## config.mk

```make
export PLATFORM = sky130hd
export DESIGN_NAME = trap_sequencer
export DESIGN_NICKNAME = d
export VERILOG_FILES = /design/src/rtl/cpu_ctrl_pkg.sv /design/src/rtl/trap_pending.sv /design/src/rtl/trap_sequencer.sv
export SDC_FILE = /design/constraint.sdc
export NUM_CORES = 1
export LEC_CHECK = 0
export CAP_MARGIN = 20
export CORE_ASPECT_RATIO = 1.25
export CORE_MARGIN = 10
export CORE_UTILIZATION = 34
export CTS_CLUSTER_DIAMETER = 100
export CTS_CLUSTER_SIZE = 20
export DETAILED_ROUTE_END_ITERATION = 16
export PLACE_DENSITY = 0.94
export SYNTH_ARGS = -nofsm -noshare
export SYNTH_HDL_FRONTEND = slang
export SYNTH_SLANG_ARGS = --single-unit
export TNS_END_PERCENT = 50
```

## constraint.sdc

```tcl
create_clock -name clk -period 3.3 [get_ports clk]
set_clock_uncertainty 0.15 [all_clocks]
set_input_delay 0.66 -clock clk [delete_from_list [all_inputs] [get_ports clk]]
set_output_delay 0.66 -clock clk [all_outputs]
set_load 0.01 [all_outputs]
```

## src/rtl/cpu_ctrl_pkg.sv

```systemverilog
// rtl/cpu_ctrl_pkg.sv - control-unit state encoding and one-hot trap phase codes
package cpu_ctrl_pkg;

  typedef enum logic [2:0] {
    TS_IDLE,
    TS_EXC_S1,
    TS_EXC_S2,
    TS_EXC_M1,
    TS_EXC_M2,
    TS_INT_1,
    TS_INT_2,
    TS_INT_3
  } trap_state_e;

  localparam logic [3:0] EXC_CODE_NONE = 4'b0000;
  localparam logic [3:0] EXC_CODE_S1   = 4'b0001;
  localparam logic [3:0] EXC_CODE_S2   = 4'b0100;
  localparam logic [3:0] EXC_CODE_M1   = 4'b0010;
  localparam logic [3:0] EXC_CODE_M2   = 4'b1000;

  localparam logic [2:0] INT_CODE_NONE = 3'b000;
  localparam logic [2:0] INT_CODE_1    = 3'b001;
  localparam logic [2:0] INT_CODE_2    = 3'b010;
  localparam logic [2:0] INT_CODE_3    = 3'b100;

  function automatic logic [3:0] exc_code(trap_state_e s);
    case (s)
      TS_EXC_S1: exc_code = EXC_CODE_S1;
      TS_EXC_S2: exc_code = EXC_CODE_S2;
      TS_EXC_M1: exc_code = EXC_CODE_M1;
      TS_EXC_M2: exc_code = EXC_CODE_M2;
      default:   exc_code = EXC_CODE_NONE;
    endcase
  endfunction

  function automatic logic [2:0] int_code(trap_state_e s);
    case (s)
      TS_INT_1: int_code = INT_CODE_1;
      TS_INT_2: int_code = INT_CODE_2;
      TS_INT_3: int_code = INT_CODE_3;
      default:  int_code = INT_CODE_NONE;
    endcase
  endfunction

endpackage

```

## src/rtl/trap_pending.sv

```systemverilog
// rtl/trap_pending.sv - sticky pending bits for traps and fixed-priority request select
module trap_pending (
  input  logic clk,
  input  logic reset,
  input  logic exc_stack_i,
  input  logic exc_mem_i,
  input  logic int_edge_i,
  input  logic clr_exc_i,
  input  logic clr_int_i,
  output logic fault_pending_o,
  output logic req_stk_o,
  output logic req_mem_o,
  output logic req_int_o
);

  logic pend_stk;
  logic pend_mem;
  logic pend_int;
  logic any_stk;
  logic any_mem;
  logic any_int;

  // Same-cycle sources are folded in so a fault is serviced on the very next edge.
  assign any_stk = pend_stk | exc_stack_i;
  assign any_mem = pend_mem | exc_mem_i;
  assign any_int = pend_int | int_edge_i;

  always_ff @(posedge clk) begin
    if (reset) begin
      pend_stk <= 1'b0;
      pend_mem <= 1'b0;
      pend_int <= 1'b0;
    end else begin
      pend_stk <= any_stk & ~clr_exc_i;
      pend_mem <= any_mem & ~clr_exc_i;
      pend_int <= any_int & ~clr_int_i;
    end
  end

  assign req_stk_o       = any_stk;
  assign req_mem_o       = any_mem & ~any_stk;
  assign req_int_o       = any_int & ~any_stk & ~any_mem;
  assign fault_pending_o = pend_stk | pend_mem;

endmodule

```

## src/rtl/trap_sequencer.sv

```systemverilog
// rtl/trap_sequencer.sv - exception/interrupt phase sequencer; EPC capture when TRAP_EPC_EN is defined
module trap_sequencer
  import cpu_ctrl_pkg::*;
#(
  parameter int PC_W = 32
) (
  input  logic            clk,
  input  logic            reset,
  input  logic            stall_i,
  input  logic            exc_stack_i,
  input  logic            exc_mem_i,
  input  logic            int_i,
  input  logic [PC_W-1:0] pc_i,
  output logic [3:0]      exceptions_o,
  output logic [2:0]      interrupts_o,
  output logic            busy_o,
  output logic [PC_W-1:0] epc_o
);

  trap_state_e state_q;
  trap_state_e state_n;
  logic        int_q;
  logic        int_edge;
  logic        clr_exc;
  logic        clr_int;
  logic        fault_pending;
  logic        req_stk;
  logic        req_mem;
  logic        req_int;

  always_ff @(posedge clk) begin
    if (reset) int_q <= 1'b0;
    else       int_q <= int_i;
  end

  assign int_edge = int_i & ~int_q;

  trap_pending u_pending (
    .clk             (clk),
    .reset           (reset),
    .exc_stack_i     (exc_stack_i),
    .exc_mem_i       (exc_mem_i),
    .int_edge_i      (int_edge),
    .clr_exc_i       (clr_exc),
    .clr_int_i       (clr_int),
    .fault_pending_o (fault_pending),
    .req_stk_o       (req_stk),
    .req_mem_o       (req_mem),
    .req_int_o       (req_int)
  );

  always_comb begin
    state_n = state_q;
    clr_exc = 1'b0;
    clr_int = 1'b0;
    if (!stall_i) begin
      case (state_q)
        TS_IDLE: begin
          // Entering a fault flushes the pipeline, so both fault bits go at once.
          if (req_stk) begin
            state_n = TS_EXC_S1;
            clr_exc = 1'b1;
          end else if (req_mem) begin
            state_n = TS_EXC_M1;
            clr_exc = 1'b1;
          end else if (req_int) begin
            state_n = TS_INT_1;
            clr_int = 1'b1;
          end
        end
        TS_EXC_S1: state_n = TS_EXC_S2;
        TS_EXC_M1: state_n = TS_EXC_M2;
        TS_INT_1:  state_n = TS_INT_2;
        TS_INT_2:  state_n = TS_INT_3;
        default:   state_n = TS_IDLE;
      endcase
    end
  end

  // Outputs are registered from the next state so they line up with state_q.
  always_ff @(posedge clk) begin
    if (reset) begin
      state_q      <= TS_IDLE;
      exceptions_o <= EXC_CODE_NONE;
      interrupts_o <= INT_CODE_NONE;
      busy_o       <= 1'b0;
    end else begin
      state_q      <= state_n;
      exceptions_o <= exc_code(state_n);
      interrupts_o <= int_code(state_n);
      busy_o       <= (state_n != TS_IDLE);
    end
  end

`ifdef TRAP_EPC_EN
  logic [PC_W-1:0] epc_q;

  always_ff @(posedge clk) begin
    if (reset)
      epc_q <= '0;
    else if ((exc_stack_i | exc_mem_i) && !fault_pending)
      epc_q <= pc_i;
  end

  assign epc_o = epc_q;
`else
  logic unused_epc;

  assign unused_epc = ^{pc_i, fault_pending};
  assign epc_o      = '0;
`endif

endmodule

```

==> results summary, run 1 <==
Dividing total power by cell area gives a power density of 421 mW/mm^2. The total overflow left after global routing is 0. The width of the chip came out at between 60 and 70 um.

The worst setup path is launched from a primary input. The initial antenna violation count is 0. The share of total power in combinational logic came out at 23.6%.

The final worst slack came out at 1.06 ns. The time the worst path needs with I/O delays and setup is 2.24 ns. The switching power is between 0.1 and 0.15 mW. The number of global-route vias before repair came out at 626. The endpoint arrival time on the critical path is 2.30 ns. Dividing the detail-routed wire length by the instance count gives around 11 um.

Wires add up to 1.62 mm. The sum of negative setup slack is 0 ns. The signal on the critical path passes through clkdlybuf4s50_1 > or2_4 > or3_4 > o221a_4 > a31oi_4. The hold violation count in the final report is 0. After technology mapping, the gate count stands at 99. The maximum fanout count along the critical path came out at 8.

The count of buffers added on input and output ports is 13. The maximum resistive drop on vdd came out at roughly 0.13 mV. Counting instances, the worst hold path has a depth of 2. The count of clock tree sinks is 15. The worst hold slack came out at 0.380 ns. In the routed design, unresolved DRC markers number 0. By count the netlist is led by buf_4 (32), dfxtp_1 (15), nor2_1 (9), nor3_1 (5), nor2b_1 (4). The initial core utilization came out at 36.3%. The count of boundary I/O pins came out at 78. After clock tree synthesis, the clock-pin slew on the worst setup and hold paths is ~0.090 ns. The number of gates resized after CTS came out at 0. The highest clock rate came out at 446 MHz. The net total in the final layout is between 100 and 150.

Setup violations remaining at the end of the flow were counted as 0. The clock latency of the later-clocked register in the worst-skew pair is between 0.2 and 0.3 ns. The post-layout instance area is approximately 950 sq um. The global-route total usage across every layer came out at 6.16%. The diode insertion count for antenna repair is 0. Prior to clock tree synthesis, the placed netlist has a worst setup slack of 0.766 ns. dfxtp_1 takes more of the synthesized area than any other cell. The count of flip-flops with a built-in enable after synthesis came out at 0. The clock power share is 25.6%. The number of vias per cell after detailed routing is 4.16.

The number of cell instances on the worst register-to-register path is 4. The total vias in the final route came out at between 500 and 600. The tightest min-delay check is of the reg2reg type. The clock tree from TritonCTS is done. The count of nets left with antenna violations once routing finished came out at 0. The register share of total power came out at 50.8%. The detailed placer's ending HPWL came out at 1.35 mm.

Synthesis inferred 15 register bits. In this design, the stage delay of the slowest critical-path cell is 0.51 ns. After Yosys synthesis, XOR and XNOR cells account for 0% of the synthesized area.

The count of buffers added by post-CTS timing repair for setup is 0. The critical path is of the in2reg type. Net switching is 30.7% of the power. The root buffer cell is clkbuf_4.

The instance area at placement is 918 sq um. The placeable core region came out at 0.00248 sq mm. The placed cell count came out at 139. The first global-routing pass estimated 2.60 mm of wire.

The row count came out at 20. The actual transition at the worst max-transition pin came out at 0.578 ns. The area growth from synthesis to layout is 5.15%.

The leakage component of the power came out at ~0.38 nW. The max-slew violation count came out at 0. The share of cell area taken by muxes after synthesis is 0%.

In this run the number of H-tree levels came out at 1. The y dimension of the die came out at slightly below 80 um. After synthesis, flip-flops and latches occupy 33.4% of the total area. During synthesis, Yosys emitted a total of 0 warnings. At the end of routability-driven placement, the weighted congestion stood at 0.808. The synthesized area divided by synthesized cell count is 9.09 sq um. Max-cap violations in this run came to 0.

The synthesized netlist occupies a cell area of 900 sq um. The worst pin sits at a relative slew slack of approximately three fifths. The cell-internal power is 0.276 mW. The largest family of logic cells by synthesized area is buffers and inverters. The flow ran to the end, and the final reports show no timing, DRC or antenna violations. The largest individual stage delay along the critical path comes from the cell clkdlybuf4s50_1. The area fraction of the dominant cell type after synthesis came out at about a third. The hold buffer count at CTS is 0.

By area the synthesized netlist is led by dfxtp_1 (33%), buf_4 (27%), nor2_1 (3.8%). Setup repair after global routing left no endpoint under its margin. The required arrival time at the worst endpoint came out at 3.36 ns. The number of detailed-routing iterations run before antenna repair is 5.

The final critical path takes up 67.9% of the cycle. The most common cell in the synthesized netlist is buf_4. After Yosys synthesis, and, or, nand and nor cells account for 26.0% of the synthesized area. The die area came out at 0.00512 sq mm. The violation count after the first detailed-route iteration came out at 18.

The clock passes through at most 2 buffers. The count of unique library cells instantiated by Yosys is 32. The maximum number of pins on one net before global-route repair came out at 15.

The number of clock buffers inserted by TritonCTS is 3. The post-synthesis compound-gate area fraction is 9.87%. The share of final-layout standard cells stronger than drive strength 1 came out at 10.9%. The worst setup path is captured at a flip-flop. The adder-cell share of the synthesized area is 0%. Among all flip-flop cells after synthesis, the most frequent one is dfxtp_1. The post-layout instance count excluding filler cells is 143. The async set-or-reset flop fraction in the synthesized netlist is 0%.
[stage by stage]
step	total power [mW]	utilization, %
finish	0.399	38.2
detailed placement	0.299	37.1
CTS	0.402	38.2
floorplan	0.304	-
global placement	0.297	37.1
global route	0.421	38.2
[registers in the layout (all words and copies together), names as in the netlist]
name                cells
busy_o                  1
exceptions_o            4
int_q                   1
interrupts_o            3
state_q                 3
u_pending.pend_int      1
u_pending.pend_mem      1
u_pending.pend_stk      1
[critical path: cells and delay by family]
kind            cells  cell delay [ns]
compound gates      2             0.49
simple gates        2             0.64
buf+inv             1             0.51
[power by group through the flow]
stage	registers [mW]	logic, mW	clock network (mW)
3_5_place_dp	0.207	0.0925	0
6_report	0.202	0.0941	0.102
5_1_grt	0.204	0.104	0.113
4_1_cts	0.202	0.0929	0.107
2_1_floorplan	0.205	0.0982	0
3_3_place_gp	0.206	0.0911	0
[final timing paths]
path,from,to,slack [ns]
setup / recovery,stall_i,busy_o$_SDFF_PP0_,1.06
hold reg to reg,u_pending.pend_int$_SDFF_PP0_,u_pending.pend_int$_SDFF_PP0_,0.38
setup reg to reg,state_q[0]$_SDFF_PP0_,busy_o$_SDFF_PP0_,1.60
hold / removal,u_pending.pend_int$_SDFF_PP0_,u_pending.pend_int$_SDFF_PP0_,0.38
[metal layers]
| metal | vias up | GRT usage [%] | wire [um] |
|---|---|---|---|
| met2 | 29 | 11.0 | 820 |
| met3 | 2 | 1.58 | 150 |
| li1 | 296 | - | - |
| met5 | - | 0 | 0 |
| met1 | 268 | 5.56 | 624 |
| met4 | 0 | 5.04 | 28 |
[layout make-up]
class | count | area [sq um]
Tap cell | 33 | 41.3
Clock inverter | 1 | 5.00
Fill cell | 271 | 1530
Multi-Input combinational cell | 77 | 443
Inverter | 1 | 3.75
Clock buffer | 3 | 22.5
Sequential cell | 15 | 300
Timing Repair Buffer | 13 | 130
[placed cells by master, fill, tap and decap left out, types with 2 or more instances in the layout]
master,n
nor4_2,2
dfxtp_1,15
and3_1,2
clkdlybuf4s50_1,13
o21ai_0,2
nor2_1,9
clkbuf_4,3
nor4_1,2
nor2b_1,4
conb_1,32
nor3_1,5
nand2_1,3
[logic make-up after synthesis]
family,count (synthesis)
compound gates,9
buf+inv,38
flops,15
other cells,1
simple gates,36
Note: power is estimated with default switching activity, not from simulation.
==> inputs of run 2 (changes only) <==
--- a/config.mk
+++ b/config.mk
@@ -8,11 +8,11 @@
 export CAP_MARGIN = 20
 export CORE_ASPECT_RATIO = 1.25
 export CORE_MARGIN = 10
-export CORE_UTILIZATION = 34
+export CORE_UTILIZATION = 31
 export CTS_CLUSTER_DIAMETER = 100
 export CTS_CLUSTER_SIZE = 20
 export DETAILED_ROUTE_END_ITERATION = 16
-export PLACE_DENSITY = 0.94
+export PLACE_DENSITY = 0.87
 export SYNTH_ARGS = -nofsm -noshare
 export SYNTH_HDL_FRONTEND = slang
 export SYNTH_SLANG_ARGS = --single-unit
==> constraint.sdc (replaced) <==
create_clock -name clk -period 2.11 [get_ports clk]
set_clock_uncertainty 0.15 [all_clocks]
set_input_delay 0.422 -clock clk [delete_from_list [all_inputs] [get_ports clk]]
set_output_delay 0.422 -clock clk [all_outputs]
set_load 0.01 [all_outputs]
==> results summary, run 2 (synthesis gave the netlist of run 1 again) <==
The share of final-layout standard cells stronger than drive strength 1 is 15.5% (+4.6 points). The cell-internal power came out at 0.443 mW (+60%). The maximum fanout count along the critical path is 7 (-1). The number of buffers inserted by port buffering came to 13 (unchanged). The number of clock buffers inserted by TritonCTS is 3 (unchanged).

The endpoint arrival time on the critical path is 1.97 ns (-0.33 ns). Setup repair after global routing left no endpoint under its margin. The time the worst path needs with I/O delays and setup is approximately 1.9 ns. The startpoint identified for the worst register-to-register timing path is state_q[0]$_SDFF_PP0_. The library cells used most frequently in the layout, excluding fill and tap cells, are conb_1 (32), dfxtp_1 (15), clkdlybuf4s50_1 (13), nor2_1 (9), buf_4 (6). The share of total power consumed by net switching was 31.4% (+0.64 points).

The die area is 0.00547 sq mm (+6.9%). The initial core utilization came to 32.9% (-3.4 points). The power per unit of standard cell area came to 651 mW/mm^2 (+54%). The net total in the final layout is 155 (+4.0%). The clock input transition at the sequential cells of the worst setup and hold paths is 0.09 ns (about the same). The initial antenna violation count came to 0 (unchanged).

The post-place setup slack came to -0.149 ns (-0.915 ns). The reg-to-reg critical path endpoint is busy_o$_SDFF_PP0_. The utilization of the core after routing came out at 36.3% (-1.9 points). The max-slew violation count is 0 (unchanged). The signal on the critical path passes through clkdlybuf4s50_1 > nor4_4 > o2111ai_1 > and3_1 > nor4_1. The y dimension of the die came to 80.2 um (+3.5%). The hold violation count in the final report came out at 0 (unchanged). The width of the chip is 68.2 um (+3.3%).

The largest register by flop count is exceptions_o. The startpoint of the most critical hold path is u_pending.pend_int$_SDFF_PP0_. The DRC violation count after routing came out at 0 (unchanged). The count of boundary I/O pins came to 78 (unchanged).

The hold buffer count at CTS is 0 (unchanged). The highest clock rate came out at 518 MHz. The number of vias per cell after detailed routing is 4.17 (+0.14%).

The number of gates resized after CTS was 0 (unchanged). The actual transition at the worst max-transition pin is 0.572 ns (-0.00661 ns). The final setup violation count came to 0 (unchanged). The number of global-route vias before repair came out at 652 (+4.2%). The maximum count of clock buffers along a single path came out at 2 (unchanged). The total congestion overflow after global routing was 0 (unchanged).

The required arrival time at the worst endpoint is 2.15 ns (-1.21 ns). The area of all sequential standard cells is 300 sq um (unchanged). The setup slack of the worst register-to-register path came out at 0.44 ns (-1.16 ns). The diode insertion count for antenna repair is 0 (unchanged). From synthesis to final layout, the design area changed by 10.3%. The count of buffers added by post-CTS timing repair for setup came out at 0 (unchanged). The register share of total power came to 49.0% (-1.8 points).

The flow ran to the end, and the final reports show no timing, DRC or antenna violations. The detail-routed net length per standard cell was 11.5 um (+1.7%). The first-pass GRT wire length came out at 2.68 mm (+2.9%). The violation count after the first detailed-route iteration is 12 (-6). The worst hold path stage count came to 2 (unchanged). The area of the multi-input gates came out at 443 sq um (unchanged).

The cell sitting at the root of the clock tree is a clkbuf_4. The global-route total usage across every layer came out at 6.30% (+0.15 points). The worst hold slack is 0.403 ns (+0.0226 ns). The total power after layout came out at 0.646 mW (+62%). The maximum number of pins on one net before global-route repair came out at 15 (unchanged). The count of maximum capacitance violations was 0 (unchanged).

The largest individual stage delay along the critical path comes from the cell clkdlybuf4s50_1. The share of total power in combinational logic is 25.3% (+1.7 points). The clock power share is 25.7% (about the same). The maximum resistive drop on vdd came out at 0.239 mV (+81%). The row count came out at 21 (+5.0%).

The largest registers in the layout are exceptions_o: 4 flops, interrupts_o: 3 flops, state_q: 3 flops. The fill cell instance count of the final layout came out at 292 (+7.7%). The number of detailed-routing iterations run before antenna repair came out at 4 (-1). The number of H-tree levels is 1 (unchanged). The tightest slew margin relative to the limit is 61.8% (+0.44 points). The total vias in the final route is 625 (+5.0%).

The final weighted congestion of routability-driven global placement came to 0.889 (+10%). TritonCTS built the clock tree. The clock latency of the later-clocked register in the worst-skew pair is 0.29 ns (about the same).

STA classifies the critical path endpoint as a flip-flop. The final worst slack is 0.178 ns (-0.881 ns). The final cycle utilization of the critical path is 91.5%. The count of clock tree sinks is 15 (unchanged).

The detailed placer's ending HPWL came to 1.45 mm (+7.9%). The switching power came out at 0.203 mW (+65%). The routed wire length is 1.73 mm (+6.7%). The number of flip-flops under the largest register name came out at 4 (unchanged). The path with the worst hold slack has its endpoint at u_pending.pend_int$_SDFF_PP0_. The residual antenna-violating net count after detailed routing is 0 (unchanged).

The library cell used most frequently in the layout, excluding fill and tap cells, is conb_1. The worst stage delay on the critical path came to 0.46 ns (-0.05 ns). The placeable core region is 0.00273 sq mm (+10%). The tightest min-delay check is of the reg2reg type. The number of cell instances on the worst register-to-register path is 4 (unchanged). The leakage component of the power came out at 0.408 nW (+7.5%). The type of origin of the critical path is a primary input. The class of the most critical setup path is in2reg.
[run 2: cell types whose count changed in the layout (fill, tap and decap cells not counted), sizes merged]
cell and change:
buf +6
[run 2: worst max path at each step]
| stage | cells past startpoint | from | slack, ns | to |
|---|---|---|---|---|
| 6_report | 5 | exc_stack_i | 0.18 | exceptions_o[3]$_SDFF_PP0_ |
| 5_1_grt | 5 | exc_stack_i | 0.05 | exceptions_o[2]$_SDFF_PP0_ |
| 4_1_cts | 5 | exc_stack_i | 0.16 | exceptions_o[3]$_SDFF_PP0_ |
| 3_5_place_dp | 5 | exc_stack_i | -0.15 | exceptions_o[3]$_SDFF_PP0_ |
| 3_3_place_gp | 5 | exc_stack_i | -0.11 | exceptions_o[2]$_SDFF_PP0_ |
| 2_1_floorplan | 4 | stall_i | 0.43 | busy_o$_SDFF_PP0_ |
[run 2: per-layer routing]
layer  GRT usage, %  vias up  share of wire [%]
met4           3.02        0                1.6
met1           6.17      288                 39
met2           11.2       33                 50
met3           2.36        2                9.3
li1               -      302                  -
met5              0        -                  0
[run 2: critical path: cells and delay by family]
kind / cells / cell delay, ns
AOI/OAI and AO/OA: 1 / 0.15
and+or+nand+nor: 3 / 0.94
buffers and inverters: 1 / 0.46
[run 2: metrics by stage]
step	TNS [ns]	std cells	instance area, sq um
2_1_floorplan	0	130	1020
3_3_place_gp	-0.417	146	965
3_5_place_dp	-0.619	146	965
4_1_cts	0	150	992
5_1_grt	0	150	992
6_report	0	150	992
[run 2: layout make-up]
type,count,area share [%]
multi-input combinational,77,44.6
sequential,15,30.3
timing repair buffer,19,17.7
tap,34,4.29
clock buffer,3,2.27
clock inverter,1,0.504
inverter,1,0.378
[run 2: power by group through the flow]
stage	registers (mW)	clock network [mW]	logic, mW
2_1_floorplan	0.321	0	0.154
3_3_place_gp	0.322	0	0.158
3_5_place_dp	0.323	0	0.160
4_1_cts	0.317	0.170	0.161
5_1_grt	0.319	0.180	0.178
6_report	0.317	0.166	0.163
